$ cat src/rtl/inst_fetch_buf.sv
// ============================================================================
// inst_fetch_buf - in-order instruction fetch with redirect-aware buffer
// Revision: 1.0
// ============================================================================
`default_nettype none

module inst_fetch_buf #(
  parameter int                ADDR_W   = 32,
  parameter int                INST_W   = 32,
  parameter int                DEPTH    = 4,
  parameter int                MAX_OUT  = 2,
  parameter logic [ADDR_W-1:0] RESET_PC = '0
) (
  input  logic              clk,
  input  logic              rst,
  output logic              inst_req_valid,
  input  logic              inst_req_ready,
  output logic [ADDR_W-1:0] inst_addr,
  input  logic [INST_W-1:0] inst_rdata,
  input  logic              inst_rvalid,
  output logic              inst_rready,
  output logic              out_valid,
  input  logic              out_ready,
  output logic [INST_W-1:0] out_inst,
  output logic [ADDR_W-1:0] out_pc,
  input  logic              redirect_valid,
  input  logic [ADDR_W-1:0] redirect_pc,
  input  logic              stall,
  output logic [31:0]       perf_fetch_cnt,
  output logic [31:0]       perf_drop_cnt
);

  localparam int PTR_W = $clog2(DEPTH);
  localparam int CNT_W = PTR_W + 1;
  localparam int OUT_W = $clog2(MAX_OUT + 1);
  localparam int TAG_W = (MAX_OUT > 1) ? $clog2(MAX_OUT) : 1;

  logic [ADDR_W-1:0] fetch_pc_q, fetch_pc_d;
  logic [ADDR_W-1:0] pend_addr_q, pend_addr_d;
  logic              pend_q, pend_d;
  logic              stale_q, stale_d;
  logic [OUT_W-1:0]  outst_q, outst_d;
  logic [OUT_W-1:0]  discard_q, discard_d;
  logic [ADDR_W-1:0] tag_q [MAX_OUT];
  logic [ADDR_W-1:0] tag_d [MAX_OUT];
  logic [TAG_W-1:0]  tag_wr_q, tag_wr_d;
  logic [TAG_W-1:0]  tag_rd_q, tag_rd_d;
  logic [INST_W-1:0] buf_inst_q [DEPTH];
  logic [INST_W-1:0] buf_inst_d [DEPTH];
  logic [ADDR_W-1:0] buf_pc_q [DEPTH];
  logic [ADDR_W-1:0] buf_pc_d [DEPTH];
  logic [PTR_W-1:0]  head_q, head_d;
  logic [PTR_W-1:0]  tail_q, tail_d;
  logic [CNT_W-1:0]  count_q, count_d;
  logic [31:0]       fetch_cnt_q, fetch_cnt_d;
  logic [31:0]       drop_cnt_q, drop_cnt_d;

  logic [31:0] occupancy;
  logic        can_issue;
  logic        fresh;
  logic        req_fire;
  logic        rsp;
  logic        drop;
  logic        push;
  logic        pop;

  // Outstanding requests reserve buffer slots so a response always has room.
  assign occupancy = 32'(outst_q) + 32'(count_q);
  assign can_issue = ~rst & ~stall & ~redirect_valid
                   & (outst_q < OUT_W'(MAX_OUT)) & (occupancy < 32'(DEPTH));
  assign fresh     = ~pend_q & can_issue;

  assign inst_req_valid = ~rst & (pend_q | can_issue);
  assign inst_addr      = pend_q ? pend_addr_q : fetch_pc_q;
  assign inst_rready    = 1'b1;

  assign req_fire = inst_req_valid & inst_req_ready;
  assign rsp      = inst_rvalid & (outst_q != '0);
  assign drop     = rsp & (redirect_valid | (discard_q != '0));
  assign push     = rsp & ~drop;

  assign out_valid      = (count_q != '0);
  assign out_inst       = buf_inst_q[head_q];
  assign out_pc         = buf_pc_q[head_q];
  assign pop            = out_valid & out_ready & ~redirect_valid;
  assign perf_fetch_cnt = fetch_cnt_q;
  assign perf_drop_cnt  = drop_cnt_q;

  always_comb begin
    fetch_pc_d  = fetch_pc_q;
    pend_d      = inst_req_valid & ~inst_req_ready;
    pend_addr_d = pend_addr_q;
    stale_d     = stale_q;
    outst_d     = outst_q + OUT_W'(req_fire) - OUT_W'(rsp);
    discard_d   = discard_q;
    tag_d       = tag_q;
    tag_wr_d    = tag_wr_q;
    tag_rd_d    = tag_rd_q;
    buf_inst_d  = buf_inst_q;
    buf_pc_d    = buf_pc_q;
    head_d      = head_q;
    tail_d      = tail_q;
    count_d     = count_q;
    fetch_cnt_d = fetch_cnt_q;
    drop_cnt_d  = drop_cnt_q;

    // The PC advances when an address is first presented; a held request keeps it.
    if (fresh) begin
      fetch_pc_d = fetch_pc_q + ADDR_W'(4);
    end
    if (pend_d) begin
      pend_addr_d = inst_addr;
    end

    if (req_fire) begin
      tag_d[tag_wr_q] = inst_addr;
      tag_wr_d        = (tag_wr_q == TAG_W'(MAX_OUT - 1)) ? '0 : tag_wr_q + 1'b1;
      stale_d         = 1'b0;
    end
    if (rsp) begin
      tag_rd_d = (tag_rd_q == TAG_W'(MAX_OUT - 1)) ? '0 : tag_rd_q + 1'b1;
    end
    if (drop) begin
      drop_cnt_d = drop_cnt_q + 32'd1;
    end

    if (redirect_valid) begin
      fetch_pc_d = redirect_pc;
      stale_d    = pend_d;
      discard_d  = outst_d;
      head_d     = '0;
      tail_d     = '0;
      count_d    = '0;
    end else begin
      discard_d = discard_q - OUT_W'(drop) + OUT_W'(req_fire & stale_q);
      if (push) begin
        buf_inst_d[tail_q] = inst_rdata;
        buf_pc_d[tail_q]   = tag_q[tag_rd_q];
        tail_d             = tail_q + 1'b1;
      end
      if (pop) begin
        head_d      = head_q + 1'b1;
        fetch_cnt_d = fetch_cnt_q + 32'd1;
      end
      count_d = count_q + CNT_W'(push) - CNT_W'(pop);
    end
  end

  always_ff @(posedge clk) begin
    if (rst) begin
      fetch_pc_q  <= RESET_PC;
      pend_q      <= 1'b0;
      pend_addr_q <= '0;
      stale_q     <= 1'b0;
      outst_q     <= '0;
      discard_q   <= '0;
      tag_wr_q    <= '0;
      tag_rd_q    <= '0;
      head_q      <= '0;
      tail_q      <= '0;
      count_q     <= '0;
      fetch_cnt_q <= '0;
      drop_cnt_q  <= '0;
    end else begin
      fetch_pc_q  <= fetch_pc_d;
      pend_q      <= pend_d;
      pend_addr_q <= pend_addr_d;
      stale_q     <= stale_d;
      outst_q     <= outst_d;
      discard_q   <= discard_d;
      tag_wr_q    <= tag_wr_d;
      tag_rd_q    <= tag_rd_d;
      head_q      <= head_d;
      tail_q      <= tail_d;
      count_q     <= count_d;
      fetch_cnt_q <= fetch_cnt_d;
      drop_cnt_q  <= drop_cnt_d;
    end
  end

  always_ff @(posedge clk) begin
    tag_q      <= tag_d;
    buf_inst_q <= buf_inst_d;
    buf_pc_q   <= buf_pc_d;
  end

endmodule

`default_nettype wire
$ cat config.mk
export PLATFORM = sky130hd
export DESIGN_NAME = inst_fetch_buf
export DESIGN_NICKNAME = d
export VERILOG_FILES = /design/src/rtl/inst_fetch_buf.sv
export SDC_FILE = /design/constraint.sdc
export NUM_CORES = 1
export LEC_CHECK = 0
export BUFFER_PORTS_ARGS = -buffer_cell sky130_fd_sc_hd__buf_2
export CAP_MARGIN = 20
export CORE_ASPECT_RATIO = 2
export CORE_UTILIZATION = 62
export CTS_CLUSTER_DIAMETER = 100
export DETAILED_ROUTE_END_ITERATION = 6
export PLACE_DENSITY = 0.85
export SLEW_MARGIN = 5
export SYNTH_ARGS = -nofsm -noshare
export SYNTH_HDL_FRONTEND = slang
export SYNTH_SLANG_ARGS = --single-unit
$ cat constraint.sdc
create_clock -name clk -period 6.6 [get_ports clk]
set_input_delay 0.33 -clock clk [delete_from_list [all_inputs] [get_ports clk]]
set_output_delay 0.33 -clock clk [all_outputs]
set_load 0.01 [all_outputs]
==> results of run 1 <==
[area by class of cell]
cell class	instances	area, um^2
Clock buffer	48	1040
Tap cell	360	450.4
Fill cell	1814	7759
Multi-Input combinational cell	671	5608
Inverter	27	101.3
Timing Repair Buffer	265	1461
Clock inverter	19	171.4
Sequential cell	463	12480
[metal layers]
metal	vias up	GRT usage, %	part of all wire [%]
met2	362	48.61	55
met4	0	12.89	4.5
met3	99	4.592	5.4
li1	5238	-	-
met1	5512	26.88	35
met5	-	0	0
[worst min-delay path by stage]
stage                          startpoint               to  slack, ns  depth (start not counted)
after floorplan             inst_rdata[0]    buf_inst_q[0]       0.43                          0
after global placement     pend_addr_q[6]   pend_addr_q[6]       0.44                          1
after detailed placement  pend_addr_q[26]  pend_addr_q[26]       0.45                          1
after CTS                  inst_rdata[16]   buf_inst_q[16]      0.001                          1
after global routing        inst_rdata[8]  buf_inst_q[104]      0.009                          1
final                       inst_rdata[8]   buf_inst_q[40]       0.02                          1
[cells by family after synthesis]
kind of cell | after synthesis
multiplexers | 129
other | 1
XOR/XNOR | 65
buffers and inverters | 94
AO/OA/AOI/OAI | 138
flip-flops | 463
adder cells (fa/ha/maj) | 15
AND/OR/NAND/NOR | 323
[sequential cells by signal, summed over array words and instances, names as in the netlist]
register and flops:
buf_inst_q 128, buf_pc_q 128, count_q 3, discard_q 2, fetch_pc_q 32, head_q 2
outst_q 2, pend_addr_q 32, pend_q 1, perf_drop_cnt 32, perf_fetch_cnt 32, stale_q 1
tag_q 64, tag_rd_q 1, tag_wr_q 1, tail_q 2
[where the power goes]
group	internal [mW]	total (mW)	switching (mW)
sequential	3.26	3.31	0.0535
clock	1.23	2.20	0.968
combinational	0.253	0.607	0.354
[placed cells by master (no fill, tap or decap), types with 4 or more instances in the layout]
master,instances
buf_2,231
nor2_1,94
o311ai_0,5
o21ai_0,28
and3_2,4
clkbuf_1,6
mux2_2,60
clkinv_1,8
edfxtp_1,320
or3_1,20
buf_4,21
xnor2_1,41
a32o_1,32
dfxtp_1,141
dlygate4sd3_1,12
a31oi_1,10
clkbuf_16,39
a311oi_1,5
ha_1,14
inv_1,26
nand2_1,40
mux4_2,64
nor3_1,20
a21oi_1,28
nand4_1,35
nand3_1,40
and3_1,9
nor4_1,17
or4_1,8
mux2i_1,5
and2_1,5
clkinv_2,6
and4_1,13
nor2b_1,4
xor2_1,24
a211oi_1,10
[metrics by stage]
stage          util [%]  area [um^2]  setup WS [ns]  power [mW]  hold WS [ns]
2_1_floorplan         -        18430          2.801       3.757        0.4289
3_3_place_gp      68.63        19950          3.698       3.948        0.4402
3_5_place_dp      68.63        19950          3.587       3.977        0.4530
4_1_cts           73.21        21280          3.358       6.170      0.001238
5_1_grt           73.31        21310          3.244       6.325      0.008562
6_report          73.31        21310          3.465       6.121       0.02477
[worst reg2reg max path, stage by stage (launching register included)]
cell and delay (ns):
dfxtp_1 0.36, ha_1 0.23, nor4_1 0.60, a31oi_1 0.27, nor2_2 0.19, nand2_1 0.11, ha_1 0.28, inv_1 0.04
ha_1 0.17, xor2_1 0.15, xnor2_1 0.19, mux2i_1 0.09, nor2b_1 0.14
==> results.ini, run 1 <==
[outcome]
status=complete, no violations

[synthesis]
avgSynthCellArea_um2=15.00
synthSimpleGateAreaFrac_pct=9.086
synthArstFlopShare_pct=0
synth-edff-count=320
yosysMostFrequentCell=edfxtp_1
synth.yosys.seq_area_share_pct=67.69
yosys-mux-area-fraction_pct=11.76
netlist_area_um2=18430
ys.flop_type=edfxtp_1
synth_cells=1228
yosys.cell_types.count=59
synth_nets=1314
synth_area_leaders=edfxtp_1, dfxtp_1, mux4_2
synth-adder-area-share_pct=1.059
synthTopCellsByCount=edfxtp_1, dfxtp_1, nor2_1
synthXorXnorAreaFrac_pct=3.090
yosysTopAreaCell=edfxtp_1
synth_compound_area_share_pct=5.351
netlist.area_leader.share_pct=52.15
synth_top_family_by_area=multiplexers
ys.warnings.count=0
ys_ff_latch=463

[sta]
clock_skew_ns=0.02421
setup_viol=0
max-slew-margin-rel_pct=32.81
drv_slew=0
rsz0062_at_grt=no
hold_viol=0
fin_crit_sh_pct=47.50
period_minus_slack_ns=3.135
clock.fmax_ghz=0.3190
worst_pin_slew_ns=1.008
tns_ns=0

[min_path]
hold_class=in -> reg

[worst_setup_path]
end_kind=output port
slowest_delay_ns=0.76
crit_type=reg -> out
cp.buffers_inverters=2
required_ns=6.27
critical_path.endpoint=out_pc[23]
cp.depth=3
worstPathCellList=buf_4, mux4_2, buf_2
crit_family=buffers and inverters
reg2reg_slack_ns=3.64
cp.arrival_ns=2.80
cpMaxStageDelayCell=dfxtp_4
cp_max_fo=34
r2r-start=outst_q[1]
cp-start-kind=flop
timing.rr.end=discard_q[1]
crit_start=head_q[0]
worst-r2r-cell-count=12

[power_and_ir_drop]
vdd_ir_drop_max_mv=0.2227
power.density_nw_per_um2=287.2
p_leak_nw=7.415

[die]
core_um2=29070
io_pins=234
start_util_pct=63.39
die_w_um=123.9
dieArea_um2=30450
rows=88
die_h_um=245.8

[cts]
htreeDepth=2
clock-sinks=463
clock_latency_ns=0.54
cts_resized=0
cts_setup_buffers=0
holdBufCountCts=12
numCtsBuffers=37
clockBufferDepth=3
cts_tree=yes
clockRootBuffer=clkbuf_16
clkTransAtPathRegs_ns=0.07

[global_routing]
grt_usage_pct=25.95
antenna_found_initial=0
grt-ovfl-total=0
grt_pass1_wl_mm=60.16
grt_max_degree=97
grt_pass1_vias=11670

[drt]
drt_first_pass_iters=5
wl_mm=38.08
postRouteAntennaNets=0
remaining_drc_errors=0
drtIter0Drc=610
routedWlPerCell_um=20.55
via_count=11210
via_per_inst=6.050

[layout]
synthToLayoutAreaGrowth_pct=15.65
nets=1551
stdcell_count=1853
diodes=0
drive_gt1_share_pct=30.01

[placed_design]
dp.cells=1773
io_buffers=232
hpwl_mm=26.04
gp_congestion=0.9584

[flow_run]
cap_violations=0

No activity file was read; power rests on OpenSTA's default activity.
==> run 2: changes to the inputs <==
--- a/config.mk
+++ b/config.mk
@@ -8,10 +8,10 @@
 export BUFFER_PORTS_ARGS = -buffer_cell sky130_fd_sc_hd__buf_2
 export CAP_MARGIN = 20
 export CORE_ASPECT_RATIO = 2
-export CORE_UTILIZATION = 62
+export CORE_UTILIZATION = 58
 export CTS_CLUSTER_DIAMETER = 100
 export DETAILED_ROUTE_END_ITERATION = 6
-export PLACE_DENSITY = 0.85
+export PLACE_DENSITY = 0.8
 export SLEW_MARGIN = 5
 export SYNTH_ARGS = -nofsm -noshare
 export SYNTH_HDL_FRONTEND = slang
==> constraint.sdc (replaced) <==
create_clock -name clk -period 3.1 [get_ports clk]
set_input_delay 0.155 -clock clk [delete_from_list [all_inputs] [get_ports clk]]
set_output_delay 0.155 -clock clk [all_outputs]
set_load 0.01 [all_outputs]
==> run 2 against run 1 <==
Net effect:
- cell area grew 4.1%
- die area up 6.8%
- sequential share of layout area shrank 2.3 points
- non-clock buffer count is 70 higher
- clock power up 130%
- core utilization fell by 2.7 points
- sequential cell count is the same
- register-to-register slack got worse by 3.3 ns
- via count rose by 2.9%
- hold slack got worse by 0.0020 ns
- worst setup slack got worse by 3.1 ns
- critical path type is now reg -> reg
- largest power group unchanged
- highest routed layer unchanged
==> results.ini, run 2 (synthesis results as in run 1) <==
[outcome]
status=complete, no violations

[min_path]
whs_path_depth=4  ; +3
hold_class=in -> reg
min_from=redirect_pc[24]
hold_end=fetch_pc_q[24]

[layout]
nets=1623  ; +4.6%
drive_gt1_share_pct=30.01  ; about the same
final_cell_mix=edfxtp_1, buf_2, dfxtp_1, nor2_1
diodes=0  ; unchanged
largestRegisters=buf_inst_q: 128 flops, buf_pc_q: 128 flops, tag_q: 64 flops
final_common_cell=edfxtp_1
synthToLayoutAreaGrowth_pct=20.40

[global_routing]
grt_max_degree=84  ; -13%
grt_pass1_vias=11890  ; +1.9%
grt_pass1_wl_mm=63.18  ; +5.0%
grt_usage_pct=25.25  ; -0.71 points
grt-ovfl-total=0  ; unchanged
antenna_found_initial=0  ; unchanged

[die]
rows=92  ; +4.5%
start_util_pct=58.63  ; -4.8 points
dieArea_um2=32530  ; +6.8%
core_um2=31430  ; +8.1%
io_pins=234  ; unchanged
die_w_um=128.0  ; +3.3%
die_h_um=254.1  ; +3.4%

[sta]
tns_ns=0  ; unchanged
period_minus_slack_ns=2.743
hold_slack_ns=0.02279  ; -0.001987 ns
fin_crit_sh_pct=88.49
max-slew-margin-rel_pct=35.79  ; +3.0 points
rsz0062_at_grt=no
setup_viol=0  ; unchanged
worst_pin_slew_ns=0.9587  ; -0.04914 ns
drv_slew=0  ; unchanged
clock.fmax_ghz=0.3646
hold_viol=0  ; unchanged
clock_skew_ns=0.02148  ; -0.002733 ns

[worst_setup_path]
r2r-start=outst_q[1]
required_ns=3.28  ; -2.99 ns
cp-start-kind=flop
cp_max_fo=35  ; +2.9%
reg2reg_slack_ns=0.36  ; -3.28 ns
worst-r2r-cell-count=8  ; -4
timing.rr.end=tag_q[14]
end_kind=flop
crit_type=reg -> reg
cp.arrival_ns=2.93  ; +0.13 ns

[drt]
via_per_inst=5.802  ; -4.1%
via_count=11540  ; +2.9%
wl_met2_mm=22.36  ; +6.3%
routedWlPerCell_um=20.18  ; -1.8%
wl_met1_mm=14.39  ; +8.7%
remaining_drc_errors=0  ; unchanged
wl_mm=40.13  ; +5.4%
maxUsedRoutingLayer=met4
drt_first_pass_iters=5  ; unchanged
wl_met3_mm=1.909  ; -7.9%
drtIter0Drc=612  ; +0.33%
postRouteAntennaNets=0  ; unchanged

[cts]
clkTransAtPathRegs_ns=0.07  ; about the same
clockBufferDepth=3  ; unchanged
clock-sinks=463  ; unchanged
holdBufCountCts=64  ; +52
clockRootBuffer=clkbuf_16
clock_latency_ns=0.53  ; about the same
cts_tree=yes
cts_setup_buffers=0  ; unchanged
htreeDepth=2  ; unchanged
cts_resized=0  ; unchanged
numCtsBuffers=39  ; +5.4%

[placed_design]
io_buffers=232  ; unchanged
gp_congestion=0.9669  ; +0.89%
hpwl_mm=27.19  ; +4.4%

[power_and_ir_drop]
p_leak_nw=7.763  ; +4.7%
power_mw=13.38  ; +120%
power.density_nw_per_um2=603.2  ; +110%
vdd_ir_drop_max_mv=0.4688  ; +110%

[flow_run]
cap_violations=0  ; unchanged

[run 2: final cells by class]
type | count | area, um^2
fillers | 2029 | 9241
well taps | 423 | 529.3
clock inverters | 23 | 241.5
multi-input cells | 671 | 5614
inverters | 27 | 101.3
flip-flops and latches | 463 | 12480
repair buffers | 335 | 2172
clock buffers | 47 | 1049
[run 2: per-stage QoR]
stage,cell area (um^2),std cells,utilization (%),setup WS [ns]
2_1_floorplan,18440,1228,-,0.01421
3_3_place_gp,20250,1855,64.45,0.5001
3_5_place_dp,20250,1855,64.45,0.3984
4_1_cts,22180,1989,70.59,0.3899
5_1_grt,22180,1989,70.59,0.1813
6_report,22180,1989,70.59,0.3569
[run 2: power by group]
part           internal, mW  leakage (nW)  switching [mW]  total, mW
clock network          2.84         0.622            2.13       4.96
registers              6.93          4.06           0.117       7.05
logic                 0.601          3.08           0.769       1.37
total                  10.4          7.76            3.01       13.4
[run 2: worst max-delay path by stage]
| stage | startpoint | to | slack (ns) | cells after the start |
|---|---|---|---|---|
| final | outst_q[1] | tag_q[14] | 0.36 | 8 |
| after global routing | outst_q[1] | discard_q[1] | 0.18 | 13 |
| after CTS | outst_q[1] | tag_q[21] | 0.39 | 8 |
| after detailed placement | count_q[1] | discard_q[1] | 0.40 | 13 |
| after global placement | count_q[1] | tag_q[16] | 0.50 | 8 |
| after floorplan | outst_q[1] | discard_q[1] | 0.01 | 13 |
[run 2: critical path, stage by stage, from the launching register on]
cell,delay [ns]
dfxtp_1,0.36
ha_1,0.23
nor4_1,0.35
buf_4,0.20
a31oi_1,0.12
nor2_2,0.15
buf_4,0.36
and3_2,0.23
buf_4,0.36
[run 2: metal layers]
layer / GRT usage (%) / up-vias
li1: - / 5390
met1: 26.46 / 5685
met2: 48.68 / 360
met3: 4.337 / 106
met4: 10.45 / 0
met5: 0 / -
